File: src/rtl/ifetch_prefetch_pkg.sv
`default_nettype none
// ============================================================================
// Module      : ifetch_prefetch_pkg
// Description : Shared constants and types for the instruction prefetch unit:
//               PC increment, canonical NOP encoding and the per-cycle
//               consume decision taken on the core PC.
// Ports       : none (package)
// Revision    : 1.0 - initial release
// ============================================================================
package ifetch_prefetch_pkg;

    // Byte distance between consecutive instruction words.
    localparam int unsigned PC_INC = 4;

    // Canonical RISC-V NOP (addi x0, x0, 0).
    localparam logic [31:0] NOP = 32'h0000_0013;

    // What the prefetcher does with the FIFO given the core PC this cycle.
    typedef enum logic [1:0] {
        CONSUME_HOLD     = 2'd0,  // core still wants the head instruction
        CONSUME_ADVANCE  = 2'd1,  // core moved on sequentially, retire head
        CONSUME_REDIRECT = 2'd2   // discontinuity, restart fetch at core PC
    } consume_e;

endpackage
`default_nettype wire

File: src/rtl/ifetch_fifo.sv
`default_nettype none
// ============================================================================
// Module      : ifetch_fifo
// Description : Small synchronous FIFO holding prefetched instruction words.
//               Exposes the head entry and the entry behind it so the core can
//               be served without a bubble while the head is being retired.
// Ports       : clk_i    - clock
//               rst_ni   - synchronous active-low reset
//               flush_i  - discard all entries (wins over push/pop)
//               push_i   - write data_i at the tail
//               data_i   - word to push
//               pop_i    - retire the head entry
//               head_o   - head entry
//               next_o   - entry behind the head
//               count_o  - number of valid entries
// Revision    : 1.0 - initial release
// ============================================================================
module ifetch_fifo
    import ifetch_prefetch_pkg::*;
#(
    parameter int unsigned WIDTH = 32,
    parameter int unsigned DEPTH = 4,
    localparam int unsigned CNT_W = $clog2(DEPTH + 1)
) (
    input  logic             clk_i,
    input  logic             rst_ni,
    input  logic             flush_i,
    input  logic             push_i,
    input  logic [WIDTH-1:0] data_i,
    input  logic             pop_i,
    output logic [WIDTH-1:0] head_o,
    output logic [WIDTH-1:0] next_o,
    output logic [CNT_W-1:0] count_o
);

    localparam int unsigned PTR_W = $clog2(DEPTH);

    logic [WIDTH-1:0] mem_q [DEPTH];
    logic [PTR_W-1:0] rd_ptr_q, rd_ptr_d;
    logic [PTR_W-1:0] wr_ptr_q, wr_ptr_d;
    logic [CNT_W-1:0] count_q, count_d;
    logic [PTR_W-1:0] rd_ptr_inc;
    logic             do_push;
    logic             do_pop;

    // DEPTH is a power of two, so pointers wrap naturally at PTR_W bits.
    assign rd_ptr_inc = rd_ptr_q + PTR_W'(1);

    always_comb begin
        do_push  = push_i && !flush_i;
        do_pop   = pop_i && !flush_i && (count_q != '0);
        rd_ptr_d = rd_ptr_q;
        wr_ptr_d = wr_ptr_q;
        count_d  = count_q;
        if (flush_i) begin
            rd_ptr_d = '0;
            wr_ptr_d = '0;
            count_d  = '0;
        end else begin
            if (do_push) begin
                wr_ptr_d = wr_ptr_q + PTR_W'(1);
            end
            if (do_pop) begin
                rd_ptr_d = rd_ptr_inc;
            end
            count_d = count_q + CNT_W'(do_push) - CNT_W'(do_pop);
        end
    end

    // Storage is cleared on reset so the instruction output reads zero
    // out of reset.
    always_ff @(posedge clk_i) begin
        if (!rst_ni) begin
            rd_ptr_q <= '0;
            wr_ptr_q <= '0;
            count_q  <= '0;
            for (int unsigned i = 0; i < DEPTH; i++) begin
                mem_q[i[PTR_W-1:0]] <= '0;
            end
        end else begin
            rd_ptr_q <= rd_ptr_d;
            wr_ptr_q <= wr_ptr_d;
            count_q  <= count_d;
            if (do_push) begin
                mem_q[wr_ptr_q] <= data_i;
            end
        end
    end

    assign head_o  = mem_q[rd_ptr_q];
    assign next_o  = mem_q[rd_ptr_inc];
    assign count_o = count_q;

    // The issue credit upstream guarantees a free slot for every response.
    a_no_overflow : assert property (@(posedge clk_i) disable iff (!rst_ni)
        !(do_push && !do_pop && (count_q == CNT_W'(DEPTH))));

endmodule
`default_nettype wire

File: src/rtl/ifetch_prefetch.sv
`default_nettype none
// ============================================================================
// Module      : ifetch_prefetch
// Description : Instruction prefetch unit between the core fetch port and a
//               pipelined in-order instruction bus. Fetches sequential words
//               ahead of the core into a FIFO, serves the core from the FIFO
//               head (or the entry behind it), and on a PC discontinuity
//               flushes the FIFO and discards responses already in flight.
// Ports       : i_clk        - clock
//               i_rst_n      - synchronous active-low reset
//               i_pc         - core fetch PC
//               o_instr      - instruction for i_pc
//               o_ifValid    - o_instr is valid for i_pc this cycle
//               o_memReq     - bus request valid
//               o_memAddr    - bus word address
//               i_memGnt     - request accepted this cycle
//               i_memRvalid  - response valid (in request order)
//               i_memRdata   - response data
// Revision    : 1.0 - initial release
// ============================================================================
module ifetch_prefetch
    import ifetch_prefetch_pkg::*;
#(
    parameter int unsigned     XLEN            = 32,
    parameter int unsigned     INSTR_WIDTH     = 32,
    parameter logic [XLEN-1:0] PC_START        = '0,
    parameter int unsigned     DEPTH           = 4,
    parameter int unsigned     MAX_OUTSTANDING = 4
) (
    input  logic                   i_clk,
    input  logic                   i_rst_n,
    input  logic [XLEN-1:0]        i_pc,
    output logic [INSTR_WIDTH-1:0] o_instr,
    output logic                   o_ifValid,
    output logic                   o_memReq,
    output logic [XLEN-1:0]        o_memAddr,
    input  logic                   i_memGnt,
    input  logic                   i_memRvalid,
    input  logic [INSTR_WIDTH-1:0] i_memRdata
);

    localparam int unsigned     CNT_W   = $clog2(DEPTH + 1);
    localparam int unsigned     INF_W   = $clog2(MAX_OUTSTANDING + 1);
    localparam int unsigned     CRD_W   = ((CNT_W > INF_W) ? CNT_W : INF_W) + 1;
    localparam logic [XLEN-1:0] PC_STEP = XLEN'(PC_INC);

    logic [XLEN-1:0]        head_pc_q, head_pc_d;
    logic [XLEN-1:0]        fetch_pc_q, fetch_pc_d;
    logic [INF_W-1:0]       inflight_q, inflight_d;
    logic [INF_W-1:0]       drop_q, drop_d;

    logic [XLEN-1:0]        head_pc_plus;
    consume_e               consume;
    logic [CNT_W-1:0]       fifo_count;
    logic [INSTR_WIDTH-1:0] fifo_head;
    logic [INSTR_WIDTH-1:0] fifo_next;
    logic [CRD_W-1:0]       credit_used;
    logic                   req;
    logic                   fire;
    logic                   rsp_stale;
    logic                   push;
    logic                   pop;
    logic                   flush;

    // ------------------------------------------------------------------
    // Consume decision from the core PC
    // ------------------------------------------------------------------
    always_comb begin
        head_pc_plus = head_pc_q + PC_STEP;
        consume      = CONSUME_REDIRECT;
        if (i_pc == head_pc_q) begin
            consume = CONSUME_HOLD;
        end else if ((i_pc == head_pc_plus) && (fifo_count != '0)) begin
            consume = CONSUME_ADVANCE;
        end
    end

    // ------------------------------------------------------------------
    // Issue: entries held + live (non-stale) requests may not exceed the
    // FIFO size, so every accepted response is guaranteed a slot. The
    // request is held low while reset is asserted.
    // ------------------------------------------------------------------
    always_comb begin
        credit_used = CRD_W'(fifo_count) + CRD_W'(inflight_q) - CRD_W'(drop_q);
        req         = i_rst_n
                   && (consume != CONSUME_REDIRECT)
                   && (inflight_q < INF_W'(MAX_OUTSTANDING))
                   && (credit_used < CRD_W'(DEPTH));
        fire        = req && i_memGnt;
    end

    assign o_memReq  = req;
    assign o_memAddr = fetch_pc_q;

    // ------------------------------------------------------------------
    // Response handling and FIFO control. A live response landing on a
    // redirect cycle is simply lost: the FIFO is being cleared anyway.
    // ------------------------------------------------------------------
    always_comb begin
        rsp_stale = i_memRvalid && (drop_q != '0);
        push      = i_memRvalid && (drop_q == '0) && (consume != CONSUME_REDIRECT);
        pop       = (consume == CONSUME_ADVANCE);
        flush     = (consume == CONSUME_REDIRECT);
    end

    // ------------------------------------------------------------------
    // Next-state
    // ------------------------------------------------------------------
    always_comb begin
        inflight_d = inflight_q + INF_W'(fire) - INF_W'(i_memRvalid);
        drop_d     = drop_q - INF_W'(rsp_stale);
        head_pc_d  = head_pc_q;
        fetch_pc_d = fire ? (fetch_pc_q + PC_STEP) : fetch_pc_q;
        unique case (consume)
            CONSUME_HOLD: begin
                head_pc_d = head_pc_q;
            end
            CONSUME_ADVANCE: begin
                head_pc_d = head_pc_plus;
            end
            CONSUME_REDIRECT: begin
                head_pc_d  = i_pc;
                fetch_pc_d = i_pc;
                // Everything still outstanding after this cycle belongs to
                // the old stream; any response this cycle is already counted
                // out of inflight_d.
                drop_d     = inflight_d;
            end
            default: begin
                head_pc_d = head_pc_q;
            end
        endcase
    end

    always_ff @(posedge i_clk) begin
        if (!i_rst_n) begin
            head_pc_q  <= PC_START;
            fetch_pc_q <= PC_START;
            inflight_q <= '0;
            drop_q     <= '0;
        end else begin
            head_pc_q  <= head_pc_d;
            fetch_pc_q <= fetch_pc_d;
            inflight_q <= inflight_d;
            drop_q     <= drop_d;
        end
    end

    // ------------------------------------------------------------------
    // Instruction FIFO
    // ------------------------------------------------------------------
    ifetch_fifo #(
        .WIDTH (INSTR_WIDTH),
        .DEPTH (DEPTH)
    ) u_fifo (
        .clk_i   (i_clk),
        .rst_ni  (i_rst_n),
        .flush_i (flush),
        .push_i  (push),
        .data_i  (i_memRdata),
        .pop_i   (pop),
        .head_o  (fifo_head),
        .next_o  (fifo_next),
        .count_o (fifo_count)
    );

    // ------------------------------------------------------------------
    // Output select: serve the head, or the entry behind it when the core
    // has already moved one word past the head (the advance cycle).
    // ------------------------------------------------------------------
    always_comb begin
        o_instr   = fifo_head;
        o_ifValid = 1'b0;
        if ((i_pc == head_pc_q) && (fifo_count != '0)) begin
            o_ifValid = 1'b1;
        end else if ((i_pc == head_pc_plus) && (fifo_count > CNT_W'(1))) begin
            o_instr   = fifo_next;
            o_ifValid = 1'b1;
        end
    end

    a_drop_le_inflight : assert property (@(posedge i_clk) disable iff (!i_rst_n)
        drop_q <= inflight_q);

endmodule
`default_nettype wire

File: config.mk
export PLATFORM = sky130hd
export DESIGN_NAME = ifetch_prefetch
export DESIGN_NICKNAME = d
export VERILOG_FILES = /design/src/rtl/ifetch_prefetch_pkg.sv /design/src/rtl/ifetch_fifo.sv /design/src/rtl/ifetch_prefetch.sv
export SDC_FILE = /design/constraint.sdc
export NUM_CORES = 1
export LEC_CHECK = 0
export CAP_MARGIN = 0
export CORE_UTILIZATION = 59
export CTS_BUF_LIST = sky130_fd_sc_hd__clkbuf_4
export CTS_CLUSTER_DIAMETER = 60
export DETAILED_ROUTE_END_ITERATION = 8
export PLACE_DENSITY = 0.83
export SKIP_LAST_GASP = 1
export SYNTH_ARGS = -nofsm -noshare
export SYNTH_HDL_FRONTEND = slang
export SYNTH_SLANG_ARGS = --single-unit
export TNS_END_PERCENT = 5
File: constraint.sdc
create_clock -name i_clk -period 7.9 [get_ports i_clk]
set_clock_uncertainty 0.1 [all_clocks]
set_input_delay 1.58 -clock i_clk [delete_from_list [all_inputs] [get_ports i_clk]]
set_output_delay 1.58 -clock i_clk [all_outputs]
set_load 0.02 [all_outputs]
Yosys cells after proc, flatten, opt, wreduce, memory -nomap -nowiden
Memory sizes are Yosys's and may differ from the RTL's. A register that Yosys moved wholly into a read port is not among the register bits.
Index checks and enable logic that the tools add are counted.
W data, S select, Z words.
{"block": "word_totals", "reg_bits": 77, "mem_bits_rw": 128, "in_bits": 68, "out_inout_bits": 66, "word_cells": 68, "memories": 1}
{"block": "op_classes", "addsub": 11, "magnitude_cmp": 3, "eq_ne": 5, "muxes": 19, "bitwise": 1, "reduce_logical": 21}
{"memory": "u_fifo.mem_q", "depth": 4, "width": 32, "read_ports": 2, "rd_ports_with_merged_regs": 1, "wr": 4, "line_no": "ifetch_fifo.sv:38", "text": "logic [WIDTH-1:0] mem_q [DEPTH];"}
{"op": "$mux W32", "n": 5}
{"op": "$add A32 B3 Y32 const B", "n": 2}
{"op": "$eq A32 B32 Y1", "n": 2}
{"op": "$pmux W32 S2", "n": 1}
{"op": "$reduce_or A32 Y1", "n": 1}
{"op": "$logic_and A1 B1 Y1", "n": 13}
{"op": "$mux W2", "n": 5}
{"op": "$sub A3 B1 Y3", "n": 3}
{"op": "$mux W1", "n": 7}
{"op": "$add A3 B1 Y3", "n": 2}
{"op": "$reduce_bool A3 Y1", "n": 2}
{"op": "$add A2 B1 Y2 const B", "n": 2}
{"op": "$add A3 B3 Y4", "n": 1}
{"op": "$lt A4 B3 Y1 const B", "n": 1}
{"op": "$reduce_bool A2 Y1", "n": 2}
{"op": "$sub A4 B3 Y4", "n": 1}
{"op": "$gt A3 B1 Y1 const B", "n": 1}
{"op": "$logic_not A3 Y1", "n": 1}
{"op": "$lt A3 B3 Y1 const B", "n": 1}
{"op": "$mux W3", "n": 1}
{"op": "$eq A2 B1 Y1 const B", "n": 1}
{"op": "$eq A2 B2 Y1 const B", "n": 1}
{"op": "$ne A2 B2 Y1 const B", "n": 1}
{"op": "$reduce_or A2 Y1", "n": 1}
{"op": "other kinds (2)", "n": 2}

Depth between registers and ports, before layout
Gate-level depths: netlist of run 1.
{"block": "logic_depth", "ltp_word": 13, "ltp_mapped": 18, "mapped_depth_nobuf": 16}

By module
Synthesis of run 1 repeated with hierarchy kept, for this count alone.
{"block": "hier_totals", "hier_cells": 1020, "area_unflattened_um2": 12069.1}
{"mod": "ifetch_fifo", "instances": 1, "cells_per_inst": 440, "area_each_um2": 7033.0, "seq_area_each_um2": 4023.9}
{"mod": "ifetch_prefetch", "instances": 1, "cells_per_inst": 580, "area_each_um2": 5036.1, "seq_area_each_um2": 1361.3}

Least setup slack after synthesis of run 1
Ideal clock, no wire load.
{"block": "synth_timing", "path_type": "input to register", "start": "input i_pc[12]", "end": "memory u_fifo.mem_q[0][0], enable pin", "setup_ns": 0.470, "t_arrival_ns": 6.092, "required_time_ns": 7.330, "path_slack_ns": 1.238, "stages": 9, "n_path_buf": 1, "cell_sequence": "xor2_1 > nor2_1 > a2111oi_0 > o2111ai_1 > or4_4 > nor4_4 > o21ai_2 > buf_2 > o31ai_1"}
{"element": "start, declared", "line_no": "ifetch_prefetch.sv:32", "text": "input logic [XLEN-1:0] i_pc,"}
{"element": "end, declared", "line_no": "ifetch_fifo.sv:38"}

Worst setup path after layout of run 1
{"block": "layout_timing", "start": "input i_pc[5]", "end": "output o_instr[0]"}
{"block": "layout_between", "elab_chain_len": 4, "word_cells_on_any_way": 6, "cone_classes": "eq/ne: 2; mux: 2; reduce/logical: 2"}
{"element": "$eq A32 B32 Y1", "line_no": "ifetch_prefetch.sv:176", "text": "end else if ((i_pc == head_pc_plus) && (fifo_count > CNT_W'(1))) begin"}
{"element": "$logic_and A1 B1 Y1", "line_no": "ifetch_prefetch.sv:176"}
{"element": "$mux W32", "line_no": "ifetch_prefetch.sv:176"}
{"element": "$mux W32 *", "line_no": "ifetch_prefetch.sv:174", "text": "if ((i_pc == head_pc_q) && (fifo_count != '0)) begin"}
{"element": "end, declared", "line_no": "ifetch_prefetch.sv:33", "text": "output logic [INSTR_WIDTH-1:0] o_instr,"}
Mark *: on every way between the ends. The rest lies on a longest branch, timed or not.

==> impl_metrics.py, run 1 <==
metrics = {
    "route": {
        "viasPerCell": 6.14,
        "drt_iter0_markers": 756,
        "wire_per_inst_um": 19.9,
        "dr.pass1.iters": 5,
        "wl_um": 29300,
        "vias": 9025,
        "drtAntennaViolNets": 0,
        "drc_errors": 0,
    },
    "place": {
        "port_buffers": 133,
        "dp_slack_ps": 671,
        "place.gp.congestion": 0.927,
        "hpwl_um": 19200,
    },
    "synth": {
        "yosysTopAreaCell": "edfxtp_1",
        "synth_ff_type": "edfxtp_1",
        "ys_types": 71,
        "synthArstFlopShare": 0,
        "synthCells": 1035,
        "yosysWarnings": 0,
        "ys_seq_elements": 205,
        "ys_top_cells_by_area": "edfxtp_1, dfxtp_1, mux4_2, xnor2_1, nand2_1",
        "syn_area_sq_um": 11800,
        "ys_seq_area_frac": 0.457,
        "synth_edf_count": 128,
        "synth_top_area_frac": 0.326,
        "syn_nets": 1120,
        "syn_area_per_cell_sq_um": 11.4,
    },
    "clock_tree": {
        "cts_resized": 0,
        "h-tree-depth": 2,
        "holdBufCountCts": 0,
        "cts_buffer_depth": 3,
        "path_clk_slew_ps": 70,
        "cts_root_buf": "clkbuf_4",
        "clk_latency_ps": 690,
        "cts_tree": "yes",
        "clock_sinks": 205,
        "postCtsSetupBuffers": 0,
        "numCtsBuffers": 51,
    },
    "min_path": {
        "worstHoldStart": "u_fifo.rd_ptr_q[1]",
        "whs_endpoint": "u_fifo.rd_ptr_q[1]",
        "holdPathStages": 2,
        "min_path_type": "register to register",
    },
    "setup_path": {
        "critPathMaxFanout": 32,
        "start_kind": "input pin",
        "crit_type": "input pin to primary output",
        "worstPathArrival_ps": 5580,
        "cp-end-kind": "primary output",
        "reg2reg_from": "head_pc_q[2]",
        "reg2reg_to": "u_fifo.count_o[2]",
        "crit_required_ps": 6220,
        "r2r_setup_slack_ps": 2270,
        "r2r_cells": 15,
    },
    "status": {
        "outcome": "complete, no violations",
    },
    "timing": {
        "hold_viol_final": 0,
        "tns_ps": 0,
        "rsz0062_at_grt": "no",
        "fin_ws_ps": 639,
        "finalCritPeriodShare": 0.919,
        "slew_headroom": 0.186,
        "worst_pin_slew_ps": 1220,
        "max_freq_ghz": 0.138,
        "drv_slew": 0,
        "setup_violations": 0,
        "layout_min_cycle_time_ps": 7260,
    },
    "die": {
        "core_area_sq_um": 19500,
        "die_area_sq_um": 20500,
        "die-width_um": 143,
        "initial_core_util": 0.603,
        "io_pins": 134,
        "std_cell_rows": 51,
        "die_h_um": 143,
    },
    "global_route": {
        "grt_max_degree": 78,
        "grt_overflow": 0,
        "grt_pass1_vias": 8992,
        "track_usage": 0.291,
        "grt_pass1_wl_um": 45900,
        "grt_antenna_before_repair": 2,
    },
    "cells_and_area": {
        "drive_gt1_frac": 0.205,
        "syn_to_final_growth_pct": 18.5,
        "nets": 1248,
        "final.fill_count": 1362,
    },
    "power_and_ir_drop": {
        "fin_total_pwr_uw": 2410,
        "power_density_nw_per_um2": 173,
        "leakage_uw": 0.00496,
        "ir_drop_mv": 0.119,
    },
    "run": {
        "drv_cap": 0,
    },
}
[cell usage after synthesis, types with 21 or more instances]
master and number:
clkbuf_1 54, nand3_1 24, inv_1 42, nor3_1 41, nor4_1 22, mux2_2 31
mux4_2 64, nor4_2 29, xor2_1 22, and2_1 25, xnor2_1 58, nor2_1 88
nand2_1 110, dfxtp_1 77, mux2i_1 21, edfxtp_1 128
[how the worst max path moves through the flow]
stage	startpoint	to	slack [ps]	cells past startpoint
finish	i_pc[5]	o_instr[0]	640	10
global route	i_pc[12]	o_instr[0]	520	10
CTS	i_pc[5]	o_instr[0]	670	10
global placement	i_pc[12]	o_memReq	720	10
detailed placement	i_pc[12]	o_instr[25]	670	10
floorplan	i_pc[12]	u_fifo.mem_q[0][0]	1240	9
[cells by family after synthesis]
group | count (synthesis) | synth area share
and+or+nand+nor | 428 | 0.203
DFF | 205 | 0.457
muxes | 124 | 0.178
buffers and inverters | 117 | 0.0407
xor gates and xnor gates | 80 | 0.0595
AOI/OAI and AO/OA | 64 | 0.0408
adders and majority gates | 17 | 0.0206
[through the flow]
stage               cell area, sq um   util  std cells  hold WS [ps]
floorplan                      11800      -       1035           460
global placement               13300  0.681       1375           405
detailed placement             13300  0.681       1375           446
CTS                            13900  0.714       1466           454
global route                   13900  0.714       1467           492
finish                         14000  0.714       1469           452
[sequential cells by signal (all words and copies together) (netlist names), named ones only]
name and count:
u_fifo.wr_ptr_q 2, drop_q 3, inflight_q 3, o_memAddr 31, u_fifo.mem_q 128, head_pc_q 31
u_fifo.rd_ptr_q 2, u_fifo.count_o 3
[worst max-delay path, stage by stage]
cell and delay, ps:
clkdlybuf4s50_1 500, xor2_1 280, xnor2_1 140, a2111oi_0 590
o2111ai_1 210, or4_4 600, nor4_4 250, buf_4 460
mux2_2 410, clkdlybuf4s50_1 550
[cell type report]
type                            count  area, sq um  area share
Antenna cell                        3         7.51    0.000538
Clock buffer                       76          571      0.0409
Clock inverter                     15         72.6     0.00520
Inverter                           43          161      0.0116
Multi-Input combinational cell    713         5970       0.428
Sequential cell                   205         5390       0.386
Tap cell                          265          332      0.0238
Timing Repair Buffer              149         1450       0.104
[power by group]
| part | internal (uW) | switching (uW) | total (uW) |
|---|---|---|---|
| Combinational | 148 | 162 | 310 |
| Clock | 442 | 429 | 871 |
| Sequential | 1190 | 45.8 | 1230 |
[routing by layer]
metal  global-route usage  up-vias  wire, um
met5                    0        -         0
met1                0.366     4398     11900
met2                0.503      436     14400
li1                     -     4141         -
met3               0.0530       50      2340
met4                0.101        0       612
[placed cells by master (no fill, tap or decap), types with 29 or more instances in the layout]
cell type,n
clkdlybuf4s50_1,132
edfxtp_1,128
nand2_1,110
nor2_1,87
clkbuf_4,76
dfxtp_1,73
mux4_2,64
xnor2_1,58
inv_1,42
nor3_1,41
mux2_2,31
nor4_2,29
Note: power is estimated with default switching activity, not from simulation.
==> run 2, diff against run 1 <==
- CAP_MARGIN: 0 -> unset
- CORE_MARGIN: unset -> 8
==> impl_metrics.py, run 2 (synthesized netlist as in run 1, its figures left out) <==
metrics = {
    "status": {
        "outcome": "complete, no violations",
    },
    "timing": {
        "slew_headroom": 0.369,
        "drv_slew": 0,
        "holdWs_ps": 446,
        "hold_viol_final": 0,
        "finalCritPeriodShare": 0.925,
        "tns_ps": 0,
        "layout_min_cycle_time_ps": 7310,
        "setup_violations": 0,
        "worst_pin_slew_ps": 943,
        "fin_ws_ps": 591,
        "max_freq_ghz": 0.137,
        "rsz0062_at_grt": "no",
    },
    "clock_tree": {
        "path_clk_slew_ps": 70,
        "clk_latency_ps": 660,
        "cts_resized": 0,
        "holdBufCountCts": 0,
        "cts_tree": "yes",
        "clock_sinks": 205,
        "h-tree-depth": 2,
        "postCtsSetupBuffers": 0,
        "cts_buffer_depth": 3,
        "numCtsBuffers": 51,
        "cts_root_buf": "clkbuf_4",
    },
    "setup_path": {
        "cp-end-kind": "primary output",
        "start_kind": "input pin",
        "reg2reg_to": "drop_q[2]",
        "reg2reg_from": "head_pc_q[3]",
        "worstPathArrival_ps": 5630,
        "crit_required_ps": 6220,
        "r2r_setup_slack_ps": 2720,
        "critPathMaxFanout": 32,
        "crit_type": "input pin to primary output",
        "r2r_cells": 17,
    },
    "cells_and_area": {
        "drive_gt1_frac": 0.205,
        "final_cell_mix": "clkdlybuf4s50_1, edfxtp_1, nand2_1, nor2_1, dfxtp_1",
        "final_common_cell": "clkdlybuf4s50_1",
        "nets": 1250,
        "largest_reg_flops": 128,
        "postLayoutCellArea_sq_um": 14000,
        "syn_to_final_growth_pct": 19.0,
        "top_register": "u_fifo.mem_q",
    },
    "global_route": {
        "grt_overflow": 0,
        "grt_pass1_wl_um": 47700,
        "track_usage": 0.244,
        "grt_antenna_before_repair": 4,
        "grt_max_degree": 93,
        "grt_pass1_vias": 9037,
    },
    "place": {
        "dp_slack_ps": 657,
        "port_buffers": 133,
        "hpwl_um": 20200,
        "place_area_sq_um": 13300,
        "place.gp.congestion": 0.939,
    },
    "min_path": {
        "min_path_type": "register to register",
        "worstHoldStart": "u_fifo.rd_ptr_q[1]",
        "whs_endpoint": "u_fifo.rd_ptr_q[1]",
        "holdPathStages": 2,
    },
    "route": {
        "dr.pass1.iters": 5,
        "wire_per_inst_um": 20.5,
        "vias": 8980,
        "drt_iter0_markers": 712,
        "viasPerCell": 6.09,
        "wl_um": 30200,
        "drtAntennaViolNets": 0,
        "drc_errors": 0,
    },
    "power_and_ir_drop": {
        "leakage_uw": 0.00500,
        "ir_drop_mv": 0.123,
        "fin_total_pwr_uw": 2460,
        "power_density_nw_per_um2": 176,
    },
    "die": {
        "die_area_sq_um": 24700,
        "std_cell_rows": 51,
        "die_h_um": 157,
        "core_area_sq_um": 19500,
        "die-width_um": 157,
        "initial_core_util": 0.603,
        "io_pins": 134,
    },
    "run": {
        "drv_cap": 0,
    },
}
-- run 2: how the worst max path moves through the flow --
stage | depth (start not counted) | startpoint | to
floorplan | 9 | i_pc[12] | u_fifo.mem_q[0][0]
CTS | 10 | i_pc[12] | o_instr[27]
global route | 10 | i_pc[12] | o_instr[27]
global placement | 10 | i_pc[12] | o_instr[8]
finish | 10 | i_pc[12] | o_instr[27]
detailed placement | 10 | i_pc[12] | o_instr[27]
-- run 2: routing by layer --
metal  part of all wire  global-route usage
met1               0.41               0.318
met2               0.48               0.403
met3              0.084              0.0515
met4              0.021              0.0748
met5            0.00043                   0
-- run 2: critical path, cell delays in order --
cell and delay (ps):
clkdlybuf4s50_1 500, xor2_1 260, nor2_1 110, a2111oi_0 650
o2111ai_1 230, or4_4 610, nor4_4 270, buf_4 450
mux2_2 400, clkdlybuf4s50_1 560
-- run 2: cell type report --
class,instances,area [sq um]
multi-input cells,713,5970
well taps,265,332
repair buffers,151,1460
fillers,1391,5510
clock buffers,71,533
flip-flops and latches,205,5390
diodes,2,5.00
clock inverters,25,159
inverters,43,161
-- run 2: metrics by stage --
stage	utilization	std cells
2_1_floorplan	-	1035
3_3_place_gp	0.682	1377
3_5_place_dp	0.682	1377
4_1_cts	0.717	1473
5_1_grt	0.718	1475
6_report	0.718	1475
-- run 2: where the power goes --
group	leakage [uW]	switching [uW]	internal [uW]
combinational	0.00267	160	148
sequential	0.00192	45.1	1180
clock	0.000406	437	487
total	0.00500	642	1820
==> run 3, diff against run 2 <==
- CORE_UTILIZATION: 59 -> 53
- PLACE_DENSITY: 0.83 -> 0.79
- SLEW_MARGIN: unset -> 20
- clock period: 7.9 -> 6.5 ns (I/O delays scaled with it)
==> impl_metrics.py, run 3 (synthesized netlist as in run 1, its figures left out) <==
metrics = {
    "status": {
        "outcome": "complete, no violations",
    },
    "die": {
        "initial_core_util": 0.539,
        "core_area_sq_um": 21800,
        "io_pins": 134,
        "die_h_um": 165,
        "die_area_sq_um": 27200,
        "std_cell_rows": 54,
        "die-width_um": 165,
    },
    "cells_and_area": {
        "final_cell_mix": "clkdlybuf4s50_1, edfxtp_1, nand2_1, nor2_1, dfxtp_1",
        "nets": 1258,
        "drive_gt1_frac": 0.211,
        "syn_to_final_growth_pct": 19.5,
        "final_cells": 1498,
        "final_common_cell": "clkdlybuf4s50_1",
        "largest_reg_flops": 128,
        "top_register": "u_fifo.mem_q",
    },
    "setup_path": {
        "crit_type": "input pin to primary output",
        "cp_slowest_cell": "or4_4",
        "crit_path_frequent_cell": "clkdlybuf4s50_1",
        "crit_family": "buffers and inverters",
        "critPathMaxStageDelay_ps": 610,
        "cp-startpoint": "i_pc[12]",
        "path_cells": "clkdlybuf4s50_1 > xor2_1 > nor2_1 > a2111oi_1 > o2111ai_1 > or4_4 > nor4_4 > buf_12 > mux2_2 > clkdlybuf4s50_1",
        "critPathMaxFanout": 32,
        "crit_buf_inv": 3,
        "crit_required_ps": 5100,
        "worstPathArrival_ps": 4970,
        "cp-end-kind": "primary output",
        "start_kind": "input pin",
        "r2r_setup_slack_ps": 1460,
        "reg2reg_from": "head_pc_q[3]",
    },
    "global_route": {
        "grt_overflow": 0,
        "grt_max_degree": 79,
        "grt_pass1_wl_um": 47200,
        "grt_antenna_before_repair": 2,
        "grt_pass1_vias": 9159,
        "track_usage": 0.218,
    },
    "min_path": {
        "min_path_type": "register to register",
        "worstHoldStart": "u_fifo.rd_ptr_q[1]",
    },
    "place": {
        "port_buffers": 133,
        "dp.cells": 1397,
        "place.gp.congestion": 0.968,
        "dp_slack_ps": 59.7,
        "hpwl_um": 20600,
    },
    "route": {
        "drc_errors": 0,
        "wl_um": 29800,
        "drtAntennaViolNets": 0,
        "vias": 8960,
        "viasPerCell": 5.98,
        "wire_per_inst_um": 19.9,
        "dr.pass1.iters": 5,
        "drt_iter0_markers": 681,
    },
    "timing": {
        "setup_violations": 0,
        "worst_pin_slew_ps": 845,
        "rsz0062_at_grt": "no",
        "drv_slew": 0,
        "slew_headroom": 0.436,
        "finalCritPeriodShare": 0.980,
        "fin_ws_ps": 130,
        "hold_viol_final": 0,
        "max_freq_ghz": 0.157,
        "layout_min_cycle_time_ps": 6370,
    },
    "clock_tree": {
        "numCtsBuffers": 54,
        "cts_tree": "yes",
        "path_clk_slew_ps": 60,
        "clock_sinks": 205,
        "cts_resized": 0,
        "clk_latency_ps": 680,
        "cts_root_buf": "clkbuf_4",
        "h-tree-depth": 2,
        "cts_buffer_depth": 3,
        "postCtsSetupBuffers": 0,
        "holdBufCountCts": 0,
    },
    "run": {
        "drv_cap": 0,
    },
    "power_and_ir_drop": {
        "ir_drop_mv": 0.139,
        "leakage_uw": 0.00504,
        "power_density_nw_per_um2": 208,
    },
}
## run 3: cell types whose count changed in the layout (fill, tap and decap cells not counted), moves of 2 or more
cell       previous run  this run
bufinv_16             2         0
clkinv_2              7        10
buf_12                0         2
buf_4                19        22
## run 3: path summary, 6_finish.rpt
kind	end	depth (start not counted)
max reg2reg	drop_q[2]	18
min reg2reg	register	2
max	o_instr[27]	10
min	register	2
## run 3: layout make-up
class | instances | area (sq um)
repair buffers | 156 | 1530
inverters | 43 | 161
diodes | 2 | 5.00
flip-flops and latches | 205 | 5390
clock buffers | 71 | 533
clock inverters | 28 | 131
multi-input cells | 713 | 5970
well taps | 280 | 350
fillers | 1712 | 7750
## run 3: per-layer routing
layer | share of wire | global-route usage
met1 | 0.42 | 0.278
met2 | 0.49 | 0.357
met5 | 0.00044 | 0
met4 | 0.023 | 0.0897
met3 | 0.072 | 0.0451
## run 3: report_power, final
part / total [uW] / switching, uW / internal, uW
logic: 378 / 195 / 183
registers: 1500 / 55.4 / 1440
clock network: 1060 / 537 / 521
## run 3: worst min-delay path: stages (launching register included)
cell and delay, ps:
dfxtp_1 330, nand3_1 70, nand3_1 80
## run 3: per-stage QoR
step	hold slack [ps]	utilization	total power [uW]	instance area, sq um	setup TNS [ps]
4_1_cts	438	0.644	2960	14100	0
5_1_grt	492	0.645	3070	14100	0
3_3_place_gp	414	0.614	1890	13400	-11.6
2_1_floorplan	460	-	1740	11800	0
3_5_place_dp	426	0.614	1900	13400	0
6_report	439	0.645	2930	14100	0
